[config.mk]
export PLATFORM = sky130hd
export DESIGN_NAME = priv_wfi_ctrl
export DESIGN_NICKNAME = d
export VERILOG_FILES = /design/src/rtl/priv_wfi_ctrl.sv
export SDC_FILE = /design/constraint.sdc
export NUM_CORES = 1
export LEC_CHECK = 0
export BUFFER_PORTS_ARGS = -buffer_cell sky130_fd_sc_hd__buf_2
export CAP_MARGIN = 20
export CORE_UTILIZATION = 51
export DETAILED_ROUTE_END_ITERATION = 8
export PLACE_DENSITY = 0.9
export SLEW_MARGIN = 25
export SYNTH_ARGS = -nofsm -noshare
export SYNTH_HDL_FRONTEND = slang
export SYNTH_SLANG_ARGS = --single-unit
[constraint.sdc]
create_clock -name clk -period 2.9 [get_ports clk]
set_input_delay 0.435 -clock clk [delete_from_list [all_inputs] [get_ports clk]]
set_output_delay 0.435 -clock clk [all_outputs]
set_load 0.02 [all_outputs]
[src/rtl/priv_wfi_ctrl.sv]
// priv_wfi_ctrl: WFI sequencer. Holds the pipeline while waiting for an
// interrupt, a flush, or a programmable timeout. A timeout produces a
// one-cycle pulse that is folded into the illegal-instruction fault.
module priv_wfi_ctrl #(
    parameter int TIMEOUT_W   = 16,
    parameter int NUM_IRQ     = 12,
    parameter int S_SUPPORTED = 1,
    parameter int U_SUPPORTED = 1
) (
    input  logic                 clk,
    input  logic                 reset_n,
    input  logic                 StallM,
    input  logic                 FlushM,
    input  logic                 WfiM,
    input  logic [1:0]           PrivilegeModeW,
    input  logic                 STATUS_TW,
    input  logic [TIMEOUT_W-1:0] TimeoutLimit,
    input  logic [NUM_IRQ-1:0]   PendingIntsM,
    output logic                 WFIStallM,
    output logic                 WFIWakeM,
    output logic                 WFITimeoutM,
    output logic [TIMEOUT_W-1:0] WFICountM
);

    typedef enum logic [1:0] {
        IDLE = 2'd0,
        WAIT = 2'd1,
        TRAP = 2'd2
    } state_e;

    localparam logic [TIMEOUT_W-1:0] CNT_MAX = '1;

    state_e               state_q, state_d;
    logic [TIMEOUT_W-1:0] count_q, count_d;
    logic                 toapp_q, toapp_d;
    logic                 wake_q,  wake_d;

    logic irq_pending;
    logic toapp_now;
    logic cnt_sat;
    logic to_hit;

    assign irq_pending = |PendingIntsM;
    assign cnt_sat     = (count_q == CNT_MAX);

    // Timeout applicability as seen at acceptance; without U-mode it never applies.
    assign toapp_now = (U_SUPPORTED != 0) &&
                       ((STATUS_TW && (PrivilegeModeW != 2'b11)) ||
                        ((S_SUPPORTED != 0) && (PrivilegeModeW == 2'b00)));

    // Limit is sampled live. If it is lowered under the running count the
    // equality is missed, so a saturated count also fires the timeout.
    assign to_hit = toapp_q &&
                    ((count_q == (TimeoutLimit - TIMEOUT_W'(1))) || cnt_sat);

    // State register, wait counter, latched applicability and wake pulse.
    always_ff @(posedge clk or negedge reset_n) begin
        if (!reset_n) begin
            state_q <= IDLE;
            count_q <= '0;
            toapp_q <= 1'b0;
            wake_q  <= 1'b0;
        end else begin
            state_q <= state_d;
            count_q <= count_d;
            toapp_q <= toapp_d;
            wake_q  <= wake_d;
        end
    end

    // Next-state logic: acceptance in IDLE, priority-ordered exits from WAIT.
    always_comb begin
        state_d = state_q;
        count_d = count_q;
        toapp_d = toapp_q;
        wake_d  = 1'b0;
        case (state_q)
            IDLE: begin
                if (WfiM && !StallM) begin
                    toapp_d = toapp_now;
                    count_d = '0;
                    if (irq_pending) begin
                        wake_d = 1'b1;
                    end else if (toapp_now && (TimeoutLimit == '0)) begin
                        state_d = TRAP;
                    end else begin
                        state_d = WAIT;
                    end
                end
            end
            WAIT: begin
                if (FlushM) begin
                    state_d = IDLE;
                end else if (irq_pending) begin
                    state_d = IDLE;
                    wake_d  = 1'b1;
                end else if (to_hit) begin
                    state_d = TRAP;
                end else if (!cnt_sat) begin
                    count_d = count_q + TIMEOUT_W'(1);
                end
            end
            TRAP: begin
                state_d = IDLE;
            end
            default: begin
                state_d = IDLE;
            end
        endcase
    end

    assign WFIStallM   = (state_q == WAIT);
    assign WFITimeoutM = (state_q == TRAP);
    assign WFIWakeM    = wake_q;
    assign WFICountM   = count_q;

endmodule

==> impl_metrics.py, run 1 <==
metrics = {
    "outcome": {
        "outcome": "finished clean",
    },
    "yosys": {
        "synthFlopType": "dfrtp_1",
        "synth.lib_cells_used.distinct": 43,
        "asyncSetResetFlopFracSynth_pct": 100,
        "post_synth_instance_area_um2": 1760,
        "synthesis.yosys.warnings": 0,
        "synth_largest_area_cell": "dfrtp_1",
        "syn_area_per_cell_um2": 8.07,
        "synthCells": 218,
        "synthTopCellsByArea": "dfrtp_1 28%, a21oi_1 4.8%, xnor2_1 4.5%",
        "synthesis.nets": 256,
        "synth_top_cell_area_share_pct": 28.4,
        "total_of_flip_flops_plus_latches_after_synthesis": 20,
        "number_of_enable_flip_flop_cells_after_synthesis": 0,
        "synth.yosys.seq_area_share_pct": 28.4,
    },
    "setup_path": {
        "worstPathCellList": "buf_2, nor4_1, nand4_1, xnor2_1, or4_1, a21o_1, nor4_4, buf_4, o21ai_0, a21oi_1",
        "crit_path_start_kind": "input pin",
        "cp-end-kind": "register",
        "reg2reg_from": "WFICountM[3]",
        "r2r-end": "WFICountM[0]",
        "timing.setup.critical_path_class": "in -> reg",
        "path_delay_family": "simple AND/OR/NAND/NOR gates",
        "worstPathRequired_ns": 3.13,
        "critPathSlowestCell": "or4_1",
        "worstPathMaxFanout": 16,
        "rr_worst_depth": 7,
        "max_stage_delay_ns": 0.49,
        "cp_data_arrival_time_ns": 2.88,
        "worst-r2r-setup-slack_ns": 0.33,
        "cp_num_buf_inv": 2,
    },
    "cells_and_area": {
        "cell_area_after_layout_um2": 2170,
        "post_route_cells_drive_above_1_share_pct": 27.7,
        "final_core_util_pct": 68.8,
        "area_growth_syn_to_layout_pct": 23.3,
        "layoutNonFillerInstCount": 326,
        "nets": 322,
        "antenna_cells": 0,
    },
    "placement": {
        "placedInstanceArea_um2": 2150,
        "detailed_place_hpwl_mm": 3.76,
        "place_ws_ns": -0.0489,
        "io_buffer_count": 54,
        "dpl.cell_count": 323,
        "place.gp.congestion": 0.896,
    },
    "sta": {
        "max_slew_margin_pct": 67.0,
        "tightest_slew_ns": 0.488,
        "grt_setup_unrepaired": "false",
        "timing.final.crit_share_pct": 91.3,
        "report.final.slew_viol_count": 0,
        "final-hold-violation-count": 0,
        "skew_ns": 0.00153,
        "setup_viol_count_final": 0,
        "worst_slack_ns": 0.252,
        "timing.fmax_mhz": 378,
        "fin_crit_ns": 2.65,
        "minimum_hold_slack_ns": 0.0599,
    },
    "floorplanning": {
        "die_h_um": 60.7,
        "floorplan.die_area_um2": 3690,
        "start_util_pct": 55.8,
        "fp-row-count": 20,
        "design.core.area_um2": 3150,
        "floorplan_die_width_um": 60.7,
        "top_level_ports": 55,
    },
    "power_and_ir_drop": {
        "power.density_cell_area_nw_per_um2": 242,
        "internal-power_uw": 378,
        "p_comb_share_pct": 21.2,
        "swShare_pct": 28.2,
        "total_leakage_power_uw": 0.000984,
        "vdd.ir_drop.worst_mv": 0.168,
        "pwr-share-clk_pct": 24.9,
        "power_frac_seq_pct": 53.9,
        "power.net_switching_uw": 148,
    },
    "route": {
        "number_of_antenna_violating_nets_in_the_routed_design": 0,
        "drt-total-wl_mm": 4.72,
        "drt-pass1-iter-count": 4,
        "routedWlPerCell_um": 14.5,
        "dr.first_iter.drc_count": 98,
        "drc": 0,
        "route.detailed.vias_per_inst": 5.98,
        "via_count_of_the_routed_design": 1949,
    },
    "worst_hold_path": {
        "hp-class": "in -> async",
    },
    "global_route": {
        "number_of_global_route_vias_before_repair": 1693,
        "global_route.usage.total_pct": 27.9,
        "antenna_found_initial": 0,
        "grt_start_max_net_pins": 21,
        "first_pass_grt_wire_length_mm": 7.58,
        "global_route.overflow_total": 0,
    },
    "clocking": {
        "htreeDepth": 1,
        "clock_sinks": 20,
        "post-cts-setup-buffers": 0,
        "cts_hold_buf": 0,
        "cts_max_path_buffers": 2,
        "root_buffer": "clkbuf_4",
        "cts_repair_resize_count": 0,
        "clkLatencyLatePin_ns": 0.30,
        "numCtsBuffers": 3,
        "cts_tree": "done",
        "cts.clk_slew.worst_paths_ns": 0.10,
    },
    "job": {
        "drv.max_cap_violation_count": 0,
    },
}
## worst max path at each step
stage,from,cells after the start,to,slack [ns]
floorplan,TimeoutLimit[5],9,WFICountM[0],0.0004
finish,TimeoutLimit[11],10,WFICountM[7],0.25
global placement,TimeoutLimit[11],10,WFICountM[6],-0.01
CTS,TimeoutLimit[11],10,WFICountM[7],0.25
global route,TimeoutLimit[11],10,WFICountM[9],0.11
detailed placement,TimeoutLimit[11],10,WFICountM[7],-0.05
## state kept, by name, indices dropped and copies added, names as in the netlist
signal / cells
WFICountM: 16
state_q: 2
WFIWakeM: 1
toapp_q: 1
## synth_stat cells (7+ instances only)
master / count
inv_1: 10
nand2_1: 11
or4_1: 7
dfrtp_1: 20
nand3_1: 15
xnor2_1: 9
a21oi_1: 17
nor3_1: 11
o21ai_0: 14
xor2_1: 9
nor2_1: 16
nand4_1: 7
or3_1: 11
nor4_1: 7
o31ai_1: 7
## logic make-up after synthesis
logic type / after synthesis / share of synthesized area (%)
simple gates: 105 / 34.6
compound gates: 52 / 19.4
flops: 20 / 28.4
xor+xnor: 18 / 8.96
buf+inv: 17 / 4.55
mux: 3 / 1.99
fa+ha+maj: 3 / 1.99
## power by group through the flow
stage                     Clock, uW  Sequential, uW  Combinational (uW)
after floorplan                   0             289                50.4
after global placement            0             289                 110
after global routing            142             284                 123
after CTS                       134             283                 111
final                           131             283                 112
after detailed placement          0             289                 111
## area by class of cell
class	instances	area [um^2]
Tap cell	44	55.1
Fill cell	287	983
Timing Repair Buffer	68	375
Sequential cell	20	500
Multi-Input combinational cell	181	1180
Clock buffer	3	22.5
Inverter	10	37.5
## per-layer routing
layer | part of all wire (%) | vias to the layer above | track usage, % | routed length (um)
li1 | - | 952 | - | -
met1 | 45 | 921 | 37.1 | 2100
met2 | 47 | 67 | 45.4 | 2220
met3 | 6.9 | 9 | 4.48 | 324
met4 | 1.5 | 0 | 11.4 | 73
met5 | 0 | - | 0 | 0
## metrics by stage
| step | power [uW] | TNS, ns |
|---|---|---|
| after floorplan | 340 | 0 |
| after global placement | 398 | -0.0711 |
| after detailed placement | 400 | -0.370 |
| after CTS | 529 | 0 |
| after global routing | 548 | 0 |
| final | 526 | 0 |
## worst reg2reg max path, delay by kind of cell, from the launching register on
family           cells  cell delay (ns)
AND/OR/NAND/NOR      4             0.83
flip-flops           1             0.51
multiplexers         1             0.30
AO/OA/AOI/OAI        2             0.83
## layout by cell type (no fill, tap or decap), types with 7 or more instances in the layout
cell type / n
buf_2: 54
xor2_1: 9
nor4_1: 7
a21oi_1: 17
buf_4: 14
nand4_1: 7
nor2_1: 16
nand3_1: 15
nand2_1: 11
nor3_1: 11
or4_1: 7
inv_1: 10
o21ai_0: 14
o31ai_1: 7
or3_1: 11
dfrtp_1: 20
xnor2_1: 9
Power figures use the tool's default switching activity.
==> run 2: changes to the inputs <==
CORE_UTILIZATION = 46   (was 51)
GPL_ROUTABILITY_DRIVEN = 0   (was not set)
PLACE_DENSITY = 0.86   (was 0.9)
clock period = 2.4 ns   (was 2.9 ns; I/O delays follow)
==> impl_metrics.py, run 2 (same netlist as run 1, synthesis figures left out) <==
metrics = {
    "setup_path": {
        "cp_num_buf_inv": 4,
        "worstPathMaxFanout": 7,
        "cp-end-kind": "register",
        "cp_data_arrival_time_ns": 2.81,
        "timing.setup.critical_path_class": "in -> reg",
        "path_delay_family": "simple AND/OR/NAND/NOR gates",
        "worst-r2r-setup-slack_ns": -0.15,
        "critPathSlowestCell": "or4_1",
        "crit_path_start_kind": "input pin",
        "cpMostUsedCell": "buf_6",
        "worstPathCellList": "buf_2, buf_4, or4_1, nor3_1, a311oi_1, a211oi_1, o211ai_2, nor4_4, buf_6, buf_6, o31ai_1, a21oi_1",
        "max_stage_delay_ns": 0.55,
        "worstPathRequired_ns": 2.59,
    },
    "floorplanning": {
        "fp-row-count": 22,
        "top_level_ports": 55,
        "design.core.area_um2": 3660,
        "start_util_pct": 48.1,
        "floorplan_die_width_um": 63.8,
        "die_h_um": 63.8,
        "floorplan.die_area_um2": 4080,
    },
    "sta": {
        "report.final.slew_viol_count": 0,
        "timing.final.crit_share_pct": 110,
        "skew_ns": 0.00169,
        "final-hold-violation-count": 0,
        "minimum_hold_slack_ns": 0.0458,
        "tightest_slew_ns": 0.475,
        "timing.fmax_mhz": 380,
        "setup_viol_count_final": 18,
        "grt_setup_unrepaired": "true",
        "fin_crit_ns": 2.63,
        "worst_slack_ns": -0.228,
        "max_slew_margin_pct": 68.3,
    },
    "cells_and_area": {
        "filler_cell_count": 235,
        "nets": 363,
        "largest_reg_flops": 16,
        "antenna_cells": 0,
        "cell_area_after_layout_um2": 2740,
        "leading_cell_type_in_the_layout_fill_and_taps_excluded": "buf_4",
        "area_growth_syn_to_layout_pct": 56.0,
        "layout.cells.most_common_list": "50 x buf_4, 47 x buf_2, 20 x dfrtp_1, 15 x nand3_1, 13 x a21oi_1",
        "post_route_cells_drive_above_1_share_pct": 46.4,
    },
    "global_route": {
        "grt_start_max_net_pins": 21,
        "global_route.usage.total_pct": 30.7,
        "first_pass_grt_wire_length_mm": 9.85,
        "number_of_global_route_vias_before_repair": 2203,
        "antenna_found_initial": 0,
        "global_route.overflow_total": 0,
    },
    "route": {
        "drc": 0,
        "number_of_antenna_violating_nets_in_the_routed_design": 0,
        "routedWlPerCell_um": 17.8,
        "drt-total-wl_mm": 6.59,
        "via_count_of_the_routed_design": 2327,
        "route.detailed.vias_per_inst": 6.27,
        "dr.first_iter.drc_count": 183,
        "drt-pass1-iter-count": 5,
    },
    "clocking": {
        "cts_hold_buf": 0,
        "cts.clk_slew.worst_paths_ns": 0.07,
        "numCtsBuffers": 3,
        "root_buffer": "clkbuf_8",
        "cts_max_path_buffers": 2,
        "cts_tree": "done",
        "clock_sinks": 20,
        "clkLatencyLatePin_ns": 0.26,
        "htreeDepth": 1,
    },
    "power_and_ir_drop": {
        "vdd.ir_drop.worst_mv": 0.385,
        "power.density_cell_area_nw_per_um2": 274,
        "total_leakage_power_uw": 0.00124,
        "finalPower_uw": 751,
    },
    "placement": {
        "io_buffer_count": 54,
        "detailed_place_hpwl_mm": 4.21,
        "placedInstanceArea_um2": 2380,
    },
    "outcome": {
        "violated_checks": "setup timing",
        "outcome": "finished with violations",
    },
    "worst_hold_path": {
        "hp-class": "in -> async",
    },
    "job": {
        "drv.max_cap_violation_count": 0,
    },
}
run 2: changes by cell type in the layout (fill, tap and decap cells not counted), moves of 4 or more:
cell	previous run	this run
a21oi_1	17	13
a21oi_2	0	4
buf_2	54	47
buf_4	14	50
buf_6	0	11
nor2_1	16	12
o21ai_0	14	3
o21ai_2	0	7
run 2: metal layers:
layer,up-vias,routed length [um],GRT usage (%)
li1,1037,-,-
met1,1109,2500,37.0
met2,144,3300,53.5
met3,37,528,4.82
met4,0,267,13.1
met5,-,0,0
run 2: where the power goes:
group / internal (uW) / total, uW / leakage, uW / switching [uW]
registers: 340 / 342 / 0.000277 / 2.33
clock network: 112 / 225 / 0.0000216 / 113
logic: 87.0 / 184 / 0.000943 / 97.3
total: 539 / 751 / 0.00124 / 213
run 2: metrics by stage:
step	cells	setup TNS, ns	util [%]	setup slack, ns
CTS	371	-2.45	71.2	-0.171
finish	371	-3.29	74.9	-0.228
detailed placement	357	-10.32	64.9	-0.648
global route	371	-4.51	74.9	-0.299
floorplan	218	-4.44	-	-0.418
global placement	357	-7.73	64.9	-0.485
run 2: final cells by class:
type                    instances  area [um^2]  share of cell area [%]
clock buffers                   3         41.3                    1.50
inverters                      10         37.5                    1.37
multi-input cells             181         1360                    49.4
flip-flops and latches         20          500                    18.2
well taps                      48         60.1                    2.19
repair buffers                109          749                    27.3
run 2: worst reg2reg max path, stage by stage (launching register included):
cell and delay [ns]:
dfrtp_1 0.47, xnor2_1 0.20, a21oi_2 0.15, nor2_1 0.05, or4_4 0.52, a21o_1 0.23
nor4_4 0.30, buf_6 0.19, buf_6 0.14, o31ai_1 0.07, a21oi_1 0.16
run 2: repair_timing:
item | CTS | global route
setup endpoints to repair | 18 | 18
buffers inserted | 10 | 1
resized for setup | 29 | 42
cloned | 3 | 0
pin swaps | 24 | 14
run 2: worst paths after layout:
check                           startpoint  depth (start not counted)       endpoint
hold reg to reg                    toapp_q                          2        toapp_q
setup reg to reg              WFICountM[5]                         10  WFICountM[10]
min in group clk                    FlushM                          4  WFICountM[11]
setup / recovery           TimeoutLimit[4]                         12  WFICountM[10]
max in group asynchronous          reset_n                          1   WFICountM[6]
hold / removal                     reset_n                          1  WFICountM[15]
